--- config.mk ---
export PLATFORM = sky130hd
export DESIGN_NAME = pipe_stage_reg
export DESIGN_NICKNAME = d
export VERILOG_FILES = /design/src/rtl/core_pkg.sv /design/src/rtl/sat_counter.sv /design/src/rtl/pipe_stage_reg.sv
export SDC_FILE = /design/constraint.sdc
export NUM_CORES = 1
export LEC_CHECK = 0
export BUFFER_PORTS_ARGS = -buffer_cell sky130_fd_sc_hd__buf_4
export CORE_AREA = 3 3 195 197
export CTS_BUF_LIST = sky130_fd_sc_hd__clkbuf_4
export DETAILED_ROUTE_END_ITERATION = 8
export DIE_AREA = 0 0 198 200
export GPL_TIMING_DRIVEN = 1
export PLACE_DENSITY = 0.66
export SYNTH_ARGS = -nofsm -noshare
export SYNTH_HDL_FRONTEND = slang
export SYNTH_SLANG_ARGS = --single-unit
--- constraint.sdc ---
create_clock -name clk_i -period 2.6 [get_ports clk_i]
set_input_delay 0.13 -clock clk_i [delete_from_list [all_inputs] [get_ports clk_i]]
set_output_delay 0.13 -clock clk_i [all_outputs]
set_load 0.05 [all_outputs]
--- src/rtl/core_pkg.sv ---
// Shared definitions for the 5-stage core pipeline registers: stall levels,
// flush source indices, payload field offsets and instruction-field helpers.
package core_pkg;

  typedef enum logic {NOSTOP = 1'b0, STOP = 1'b1} stall_e;

  typedef enum int {FLUSH_JUMP = 0, FLUSH_INT = 1} flush_src_e;

  localparam int          PW_DFLT         = 192;
  localparam int          INST_OFFSET     = 64;
  localparam logic [6:0]  INST_TYPE_L     = 7'b0000011;
  localparam logic [4:0]  ZERO_REG        = 5'd0;
  localparam logic [1:0]  FLUSH_OVR_DFLT  = 2'b01 << FLUSH_INT;

  function automatic logic [6:0] opcode_of(input logic [31:0] inst);
    return inst[6:0];
  endfunction

  function automatic logic [4:0] rd_of(input logic [31:0] inst);
    return inst[11:7];
  endfunction

endpackage

--- src/rtl/sat_counter.sv ---
// Saturating up-counter with synchronous clear; clear beats increment and
// reset beats both.
module sat_counter #(
  parameter int CNT_W = 32
) (
  input  logic             clk_i,
  input  logic             rst_i,
  input  logic             clr_i,
  input  logic             inc_i,
  output logic [CNT_W-1:0] cnt_o
);

  logic [CNT_W-1:0] cnt_q, cnt_d;

  always_comb begin
    cnt_d = cnt_q;
    if (clr_i)
      cnt_d = '0;
    else if (inc_i && !(&cnt_q))
      cnt_d = cnt_q + 1'b1;
  end

  always_ff @(posedge clk_i) begin
    if (rst_i) cnt_q <= '0;
    else       cnt_q <= cnt_d;
  end

  assign cnt_o = cnt_q;

endmodule

--- src/rtl/pipe_stage_reg.sv ---
// Generic inter-stage pipeline register: opaque payload + valid, hold/bubble/flush
// resolution with override-capable flush sources, load-use hints and perf counters.
module pipe_stage_reg
  import core_pkg::*;
#(
  parameter int               PW          = PW_DFLT,
  parameter int               STAGE       = 2,
  parameter int               STALL_W     = 6,
  parameter int               N_FLUSH     = 2,
  parameter logic [N_FLUSH-1:0] FLUSH_OVR = FLUSH_OVR_DFLT,
  parameter logic [PW-1:0]    NOP_PAYLOAD = '0,
  parameter int               INST_LSB    = INST_OFFSET,
  parameter logic [6:0]       LOAD_OPC    = INST_TYPE_L,
  parameter int               CNT_W       = 32
) (
  input  logic               clk_i,
  input  logic               rst_i,
  input  logic [STALL_W-1:0] stall_i,
  input  logic [N_FLUSH-1:0] flush_i,
  input  logic               valid_i,
  input  logic [PW-1:0]      payload_i,
  output logic               valid_o,
  output logic [PW-1:0]      payload_o,
  output logic               is_load_o,
  output logic [4:0]         rd_o,
  input  logic               cnt_clr_i,
  output logic [CNT_W-1:0]   hold_cnt_o,
  output logic [CNT_W-1:0]   bubble_cnt_o,
  output logic [CNT_W-1:0]   flush_cnt_o
);

  logic          hold, bubble, ovr, fl;
  logic [31:0]   inst_in;
  logic          valid_q, valid_d;
  logic [PW-1:0] payload_q, payload_d;
  logic          is_load_q, is_load_d;
  logic [4:0]    rd_q, rd_d;
  logic          hold_inc, bubble_inc, flush_inc;
  logic          unused_stall;

  // Only this stage and its downstream neighbour matter; the rest is folded away.
  assign unused_stall = ^stall_i;

  assign hold    = (stall_i[STAGE] == STOP) && (stall_i[STAGE+1] == STOP);
  assign bubble  = (stall_i[STAGE] == STOP) && (stall_i[STAGE+1] == NOSTOP);
  assign ovr     = |(flush_i & FLUSH_OVR);
  assign fl      = |flush_i;
  assign inst_in = payload_i[INST_LSB +: 32];

  always_comb begin
    valid_d    = valid_q;
    payload_d  = payload_q;
    is_load_d  = is_load_q;
    rd_d       = rd_q;
    hold_inc   = 1'b0;
    bubble_inc = 1'b0;
    flush_inc  = 1'b0;
    if (ovr || (!hold && (bubble || fl))) begin
      valid_d    = 1'b0;
      payload_d  = NOP_PAYLOAD;
      is_load_d  = 1'b0;
      rd_d       = ZERO_REG;
      bubble_inc = !ovr && bubble;
      flush_inc  = valid_q && (ovr || !bubble);
    end else if (hold) begin
      hold_inc = 1'b1;
    end else begin
      valid_d   = valid_i;
      payload_d = payload_i;
      is_load_d = valid_i && (opcode_of(inst_in) == LOAD_OPC);
      rd_d      = valid_i ? rd_of(inst_in) : ZERO_REG;
    end
  end

  always_ff @(posedge clk_i) begin
    if (rst_i) begin
      valid_q   <= 1'b0;
      payload_q <= NOP_PAYLOAD;
      is_load_q <= 1'b0;
      rd_q      <= ZERO_REG;
    end else begin
      valid_q   <= valid_d;
      payload_q <= payload_d;
      is_load_q <= is_load_d;
      rd_q      <= rd_d;
    end
  end

  assign valid_o   = valid_q;
  assign payload_o = payload_q;
  assign is_load_o = is_load_q;
  assign rd_o      = rd_q;

  sat_counter #(.CNT_W(CNT_W)) u_hold_cnt (
    .clk_i(clk_i), .rst_i(rst_i), .clr_i(cnt_clr_i), .inc_i(hold_inc), .cnt_o(hold_cnt_o)
  );

  sat_counter #(.CNT_W(CNT_W)) u_bubble_cnt (
    .clk_i(clk_i), .rst_i(rst_i), .clr_i(cnt_clr_i), .inc_i(bubble_inc), .cnt_o(bubble_cnt_o)
  );

  sat_counter #(.CNT_W(CNT_W)) u_flush_cnt (
    .clk_i(clk_i), .rst_i(rst_i), .clr_i(cnt_clr_i), .inc_i(flush_inc), .cnt_o(flush_cnt_o)
  );

endmodule

Word-level counts from Yosys, hierarchy flattened:

Cells that the tools add are included.

* add/subtract/negate cells: 3
* eq/ne operators: 1
* multiplexer cells: 5
* bitwise gates (word level): 1
* reduce and logical (&&, ||, !) cells: 24

Operator list (count)
* 32-bit by 1-bit adder with 32-bit output, second input constant: 3
* 32-bit AND reduction: 3
* 1-bit logical AND: 9
* 7-bit by 2-bit == test with 1-bit output, second input constant: 1
* 1-bit zero test: 6
* 2-bit OR reduction: 3
* 5-bit 2-to-1 mux: 1
* 1-bit 2-to-1 mux: 4
* 1-bit logical OR: 3
* 1-bit NOT: 1

* register bits: 295
* bits of input ports: 204
* output and inout bits: 295
* logic and storage cells: 41

Logic depth before layout (Yosys ltp):

Gate-level depths: netlist of the first run.

* word-level depth: 7
* depth in mapped cells: 8
* depth with buffers taken out: 6

By module:

A second synthesis of the first run with hierarchy kept.

* cell total of the unflattened synthesis: 1478
* area total of the unflattened synthesis: 12349.3 um2

By module, submodules not included
* pipe_stage_reg: times used 1, cells an instance 872, area each 7308.3 um2, seq. area each 3983.8 um2
* sat_counter: times used 3, cells an instance 202, area each 1680.4 um2, seq. area each 640.6 um2

Worst setup path before layout of the first run:

No wires, ideal clock.

* path type: reg-to-reg
* from: register u_bubble_cnt.cnt_q[0] (netlist: u_bubble_cnt.cnt_o[0])
* to: register u_bubble_cnt.cnt_q[26] (netlist: u_bubble_cnt.cnt_o[26])
* arrival: 2.267 ns
* data required time: 2.530 ns
* setup slack: 0.262 ns
* cell stages (with the launch flop): 7
* path buffers: 0
* clock period less this slack: 2.338 ns
* cells stage by stage: dfxtp_1 ha_1 nand3_1 nor3_1 nand3_1 or4_1 a21oi_1

* cells in the longest elaborated chain, start to end: 3
* elaborated cells between the ends (all ways): 4
* classes of those cells: add/sub: 1; reduce/logical: 3

Ends and longest elaborated chain
* from (decl): RTL line sat_counter.sv:13 `logic [CNT_W-1:0] cnt_q, cnt_d;`
* from (signal assigned): RTL line sat_counter.sv:25 `else cnt_q <= cnt_d;`
* branches (longest 3 deep; another with 32-bit by 1-bit adder with 32-bit output)

Several ways; the timed one is not identified.
A chain may end at the register's enable or synchronous reset.

Worst setup path after layout of the first run:

* from: register u_flush_cnt.cnt_q[0] (netlist: u_flush_cnt.cnt_o[0])
* to: register u_flush_cnt.cnt_q[15] (netlist: u_flush_cnt.cnt_o[15])

* cells in the longest elaborated chain, start to end: 3
* elaborated cells between the ends (all ways): 4
* classes of those cells: add/sub: 1; reduce/logical: 3

Ends and longest elaborated chain (RTL line)
* from (decl): sat_counter.sv:13
* from (signal assigned): sat_counter.sv:25
* branches (longest 3 deep; another with 32-bit by 1-bit adder with 32-bit output)

Several ways; the timed one is not identified.

==> out/metrics.csv, run 1 <==
metric,value,unit
Slew HR,38.56,%
CP arrival,3100,ps
Hold Path Class,in -> reg,
largest family of logic cells by synthesized area,simple AND/OR/NAND/NOR gates,
Global Route met2 Usage,36.98,%
kind of end point of the critical path,flip-flop,
initial antenna violation count,1,
die area,39600,um^2
# port buffers,494,
drt wl/cell,17.39,um
Worst EP required,3230,ps
Pwr per Cell Area,545.9,nW/um^2
H-tree depth,3,
Num CTS Buffers,83,
kind of critical path,reg -> reg,
Area Overhead vs Synth,63.36,%
CP Cell Sequence,"ha_1, and3_1, and4_1, and3_1, o311ai_1, o41ai_1, dlygate4sd3_1",
Pwr Total,10.45,mW
total number of vias,13750,
Longest Clk Path Bufs,3,
"commonest non-fill, non-tap cell in the layout",buf_4,
maxcap violations,0,
final instance area,19140,um^2
GRT busiest layer,met2,
syn_area_per_cell,7.994,um^2
Die Ht,200,um
post-synth cell types,51,
largest net degree at the start of global routing,120,
Synth async-reset ratio,0,%
RSZ-0062 raised after global routing,false,
syn nets,1673,
setup TNS,0,ps
outcome,finished clean,
"Slowest-stage cell, CP",dlygate4sd3_1,
Tcrit/Tclk final,94.95,%
CTS tree,done,
Leakage Power,8.123,nW
Netlist Area Pre-Place,11720,um^2
layout cells sized above 1,29.27,%
clk sinks,295,
DRT iter0 DRCs,668,
critical path's largest stage delay,560,ps
crit-path max FO,10,
post-synthesis adder-cell area fraction,0.3203,%
core area,36430,um^2
vias in the first global route,13320,
yosys warns,0,
first-pass GRT wire length,70810,um
Synth Instances,1466,
"EDFF count, synth",0,
most frequent cells in the layout,"buf_4, nand2_1, dfxtp_1",
ys flop type,dfxtp_1,
I/O pins,499,
clock root cell,clkbuf_4,
Synth Register Bits,295,
Rows,70,
Initial Util,32.16,%
drt pass-1 iters,5,
"Top cell by count, worst path",and3_1,
"Reg clk slew, reported paths",70,ps
critical path launch point type,flip-flop,
final hold vios,0,
DRT antenna net count,0,
Final #Nets,2397,
clk_skew,18.22,ps
post-synthesis sequential area ratio,50.40,%
Max Clk Rate,405.1,MHz
simple-gate share of the synthesized area,27.22,%
drt total wl,47130,um
DP Area,15850,um^2
met1 usage,25.56,%
xor and xnor fraction of the mapped netlist area,1.121,%
Post-CTS Setup Inserts,0,
Compound-Gate Fraction of Synth Area,17.32,%
# DRC,0,
min Tclk post-route,2469,ps
placer congestion estimate,0.8714,
gr usage total,22.16,%
met3 Usage GRT,6.982,%
measured slew at the worst slew-check pin,916.0,ps
"Clk Latency, worst-skew pair",750,ps
grt ovf,0,
Pins Over Slew Limit,0,
final number of setup-violating endpoints,0,
peak supply drop,0.3953,mV
hpwl dp,30570,um
DR vias/cell,5.071,
mux contribution to synthesized area,0.3417,%
Die W,198,um
==> worst max-delay path, delay by kind of cell (launching register included) <==
kind | cells | cell delay [ps]
buf+inv | 1 | 560
flops | 1 | 340
simple gates | 3 | 780
fa+ha+maj | 1 | 250
compound gates | 2 | 420
==> state kept, by name, summed over array words and instances (netlist names) <==
register            count
payload_o             192
u_hold_cnt.cnt_o       32
u_flush_cnt.cnt_o      32
rd_o                    5
is_load_o               1
u_bubble_cnt.cnt_o     32
valid_o                 1
==> stage by stage <==
| step | std cells | hold WS [ps] | worst slack [ps] | utilization [%] |
|---|---|---|---|---|
| finish | 2711 | 182.8 | 131.4 | 52.54 |
| global route | 2710 | 117.2 | 1.612 | 52.53 |
| CTS | 2709 | 69.01 | 96.71 | 52.51 |
| detailed placement | 2350 | 390.1 | 337.7 | 43.50 |
| global placement | 2350 | 385.7 | 402.2 | 43.50 |
| floorplan | 1466 | 270.5 | 262.5 | - |
==> final timing paths <==
| path | start | end | slack [ps] | cells after the start |
|---|---|---|---|---|
| max | u_flush_cnt.cnt_o[0] | u_flush_cnt.cnt_o[15] | 130 | 7 |
| min | payload_i[140] | payload_o[140] | 180 | 4 |
| max reg2reg | u_flush_cnt.cnt_o[0] | u_flush_cnt.cnt_o[15] | 130 | 7 |
| min reg2reg | payload_o[65] | payload_o[65] | 450 | 2 |
==> kinds of logic after synthesis <==
logic type / Yosys count
AO/OA/AOI/OAI: 369
XOR/XNOR: 15
adder cells (fa/ha/maj): 3
buffers and inverters: 98
flip-flops: 295
multiplexers: 4
AND/OR/NAND/NOR: 682
==> per-layer routing <==
| metal | wire length [um] | up-vias |
|---|---|---|
| li1 | - | 6612 |
| met5 | 0 | - |
| met3 | 3648 | 131 |
| met1 | 18270 | 6433 |
| met4 | 2263 | 0 |
| met2 | 22950 | 571 |
==> layout make-up <==
cell class / instances / area [um^2]
Antenna cell: 2 / 5.005
Clock buffer: 127 / 953.4
Clock inverter: 9 / 97.59
Fill cell: 3245 / 17290
Inverter: 8 / 30.03
Multi-Input combinational cell: 1073 / 5448
Sequential cell: 295 / 5906
Tap cell: 468 / 585.6
Timing Repair Buffer: 729 / 6118
==> where the power goes <==
group | switching (mW) | internal (mW) | total, mW
logic | 0.783 | 0.623 | 1.41
clock network | 1.99 | 2.39 | 4.38
registers | 0.0535 | 4.61 | 4.66
==> timing repair <==
item                                    4_1_cts  5_1_grt
gates resized for setup                       0        3
hold buffers                                223        0
hold endpoints to repair                    231        0
endpoints found under the setup margin        0        1
==> Yosys cell counts, types with 4 or more instances <==
library cell,count,area (um^2)
dfxtp_1,295,5906
xnor2_1,8,70.07
o21ai_0,42,210.2
inv_1,8,30.03
buf_2,11,55.05
nand2_1,434,1629
a21oi_1,262,1311
a211oi_1,6,45.04
a31oi_1,7,43.79
o31ai_1,22,165.2
nor2_1,33,123.9
o211ai_1,5,37.54
mux2i_1,4,40.04
nor3_1,6,30.03
xor2_1,7,61.31
and3_1,14,87.58
or3_1,44,275.3
and4_1,19,166.4
o21a_1,6,45.04
and2_1,6,37.54
or4_1,22,165.2
nor4_1,6,37.54
nand3_1,47,235.2
nand4_1,31,193.9
clkbuf_1,77,289.0
(Power assumes the default switching activity.)
==> run 2, diff against run 1 <==
--- a/config.mk
+++ b/config.mk
@@ -7,7 +7,7 @@
 export LEC_CHECK = 0
 export BUFFER_PORTS_ARGS = -buffer_cell sky130_fd_sc_hd__buf_4
 export CORE_AREA = 3 3 195 197
-export CTS_BUF_LIST = sky130_fd_sc_hd__clkbuf_4
+export CTS_BUF_LIST = sky130_fd_sc_hd__clkbuf_2 sky130_fd_sc_hd__clkbuf_4 sky130_fd_sc_hd__clkbuf_8
 export DETAILED_ROUTE_END_ITERATION = 8
 export DIE_AREA = 0 0 198 200
 export GPL_TIMING_DRIVEN = 1
==> out/metrics.csv, run 2 (synthesis gave the netlist of run 1 again) <==
metric,value,unit
outcome,finished clean,
final hold vios,0,
H-tree depth,2,
critical path's largest stage delay,670,ps
Num CTS Buffers,53,
worst r2r src,u_hold_cnt.cnt_o[0],
hpwl dp,30570,um
Die W,198,um
Pins Over Slew Limit,0,
Longest Clk Path Bufs,3,
min Tclk post-route,2289,ps
Comb power frac,12.9,%
met3 Usage GRT,6.445,%
Slew HR,40.93,%
total number of vias,13480,
setup TNS,0,ps
clk sinks,295,
core area,36430,um^2
hold_sp,stall_i[3],
largest net degree at the start of global routing,120,
CP arrival,2820,ps
fillers,3263,
drt wl/cell,17.73,um
"Clk Latency, worst-skew pair",620,ps
kind of critical path,reg -> reg,
Area Overhead vs Synth,61.60,%
Final #Nets,2340,
Worst EP required,3130,ps
vias in the first global route,12910,
DRT iter0 DRCs,684,
CP Cell Sequence,"ha_1, and3_1, nand3_1, o2111ai_1, o21ai_0, a21oi_1",
CTS tree,done,
Leakage Power,8.005,nW
DRT antenna net count,0,
first-pass GRT wire length,69900,um
die area,39600,um^2
Rows,70,
placer congestion estimate,0.8714,
worst reg2reg path depth,6,
Global Route met2 Usage,37.02,%
Pwr per Cell Area,562.4,nW/um^2
Finished Core Util,51.97,%
critical path launch point type,flip-flop,
clk_skew,27.06,ps
layout cells sized above 1,28.33,%
hold path depth,3,
switch share,26.68,%
# DRC,0,
"commonest non-fill, non-tap cell in the layout",buf_4,
clock root cell,clkbuf_8,
measured slew at the worst slew-check pin,880.8,ps
initial antenna violation count,0,
"Reg clk slew, reported paths",60,ps
final number of setup-violating endpoints,0,
"Slowest-stage cell, CP",o2111ai_1,
Pwr Total,10.65,mW
Hold Path Class,in -> reg,
crit-path max FO,9,
Net Sw Power,2.841,mW
drt pass-1 iters,4,
most frequent cells in the layout,"buf_4, nand2_1, dfxtp_1",
kind of end point of the critical path,flip-flop,
Worst path top cell family by delay,compound AO/OA/AOI/OAI gates,
met1 usage,25.65,%
peak supply drop,0.4854,mV
Tcrit/Tclk final,88.04,%
maxcap violations,0,
max reg flops,192,
# diodes,0,
Hold EP,u_hold_cnt.cnt_o[1],
gr usage total,21.93,%
Max Clk Rate,436.9,MHz
grt ovf,0,
Critical R2R Capture,u_hold_cnt.cnt_o[17],
RSZ-0062 raised after global routing,false,
Resize count post-CTS,0,
R2R Setup Slk,310,ps
drt total wl,46840,um
Flop pwr share,43.8,%
internal power component,7.808,mW
# port buffers,494,
clock share of power,43.3,%
DR vias/cell,5.103,
I/O pins,499,
GRT busiest layer,met2,
Initial Util,32.16,%
CP bufs+invs,0,
Die Ht,200,um
-- run 2: area by class of cell --
class	count	area (um^2)	share of cell area (%)
Inverter	8	30.03	0.1586
Multi-Input combinational cell	1073	5441	28.73
Sequential cell	295	5906	31.19
Clock inverter	8	52.55	0.2775
Timing Repair Buffer	702	5848	30.88
Tap cell	468	585.6	3.092
Clock buffer	88	1074	5.669
-- run 2: worst max-delay path by stage --
stage | startpoint | to | slack [ps] | cells after the start
floorplan | u_bubble_cnt.cnt_o[0] | u_bubble_cnt.cnt_o[26] | 260 | 6
global route | u_hold_cnt.cnt_o[0] | u_hold_cnt.cnt_o[17] | 90 | 6
finish | u_hold_cnt.cnt_o[0] | u_hold_cnt.cnt_o[17] | 310 | 6
detailed placement | u_flush_cnt.cnt_o[0] | u_flush_cnt.cnt_o[31] | 340 | 6
CTS | u_flush_cnt.cnt_o[0] | u_flush_cnt.cnt_o[31] | 310 | 6
global placement | u_bubble_cnt.cnt_o[0] | u_bubble_cnt.cnt_o[26] | 400 | 6
-- run 2: tightest hold or removal path, cell delays in order --
cell	delay, ps
buf_4	150
nand3b_1	290
o31ai_1	130
-- run 2: per-stage QoR --
| stage | setup slack (ps) | instances | hold slack (ps) | area (um^2) |
|---|---|---|---|---|
| 2_1_floorplan | 262.5 | 1466 | 270.5 | 11720 |
| 3_3_place_gp | 402.2 | 2350 | 385.7 | 15850 |
| 3_5_place_dp | 337.7 | 2350 | 390.1 | 15850 |
| 4_1_cts | 310.4 | 2642 | 38.25 | 18940 |
| 5_1_grt | 94.91 | 2642 | 112.4 | 18940 |
| 6_report | 311.0 | 2642 | 125.8 | 18940 |
-- run 2: metal layers --
metal,vias to the layer above,wire length (um)
met1,6333,17970
li1,6459,-
met5,-,0
met3,131,3767
met4,0,2142
met2,559,22960
-- run 2: power groups by stage --
stage               clock, mW  sequential (mW)  combinational (mW)
floorplan                   0             5.07               0.285
global placement            0             4.76                1.09
detailed placement          0             4.76                1.10
CTS                      4.73             4.66                1.35
global route             4.93             4.67                1.45
finish                   4.61             4.67                1.37
-- run 2: repair_timing --
item | in CTS | in global routing
hold buffers | 196 | 0
setup buffers | 0 | 0
hold endpoints to repair | 208 | 0
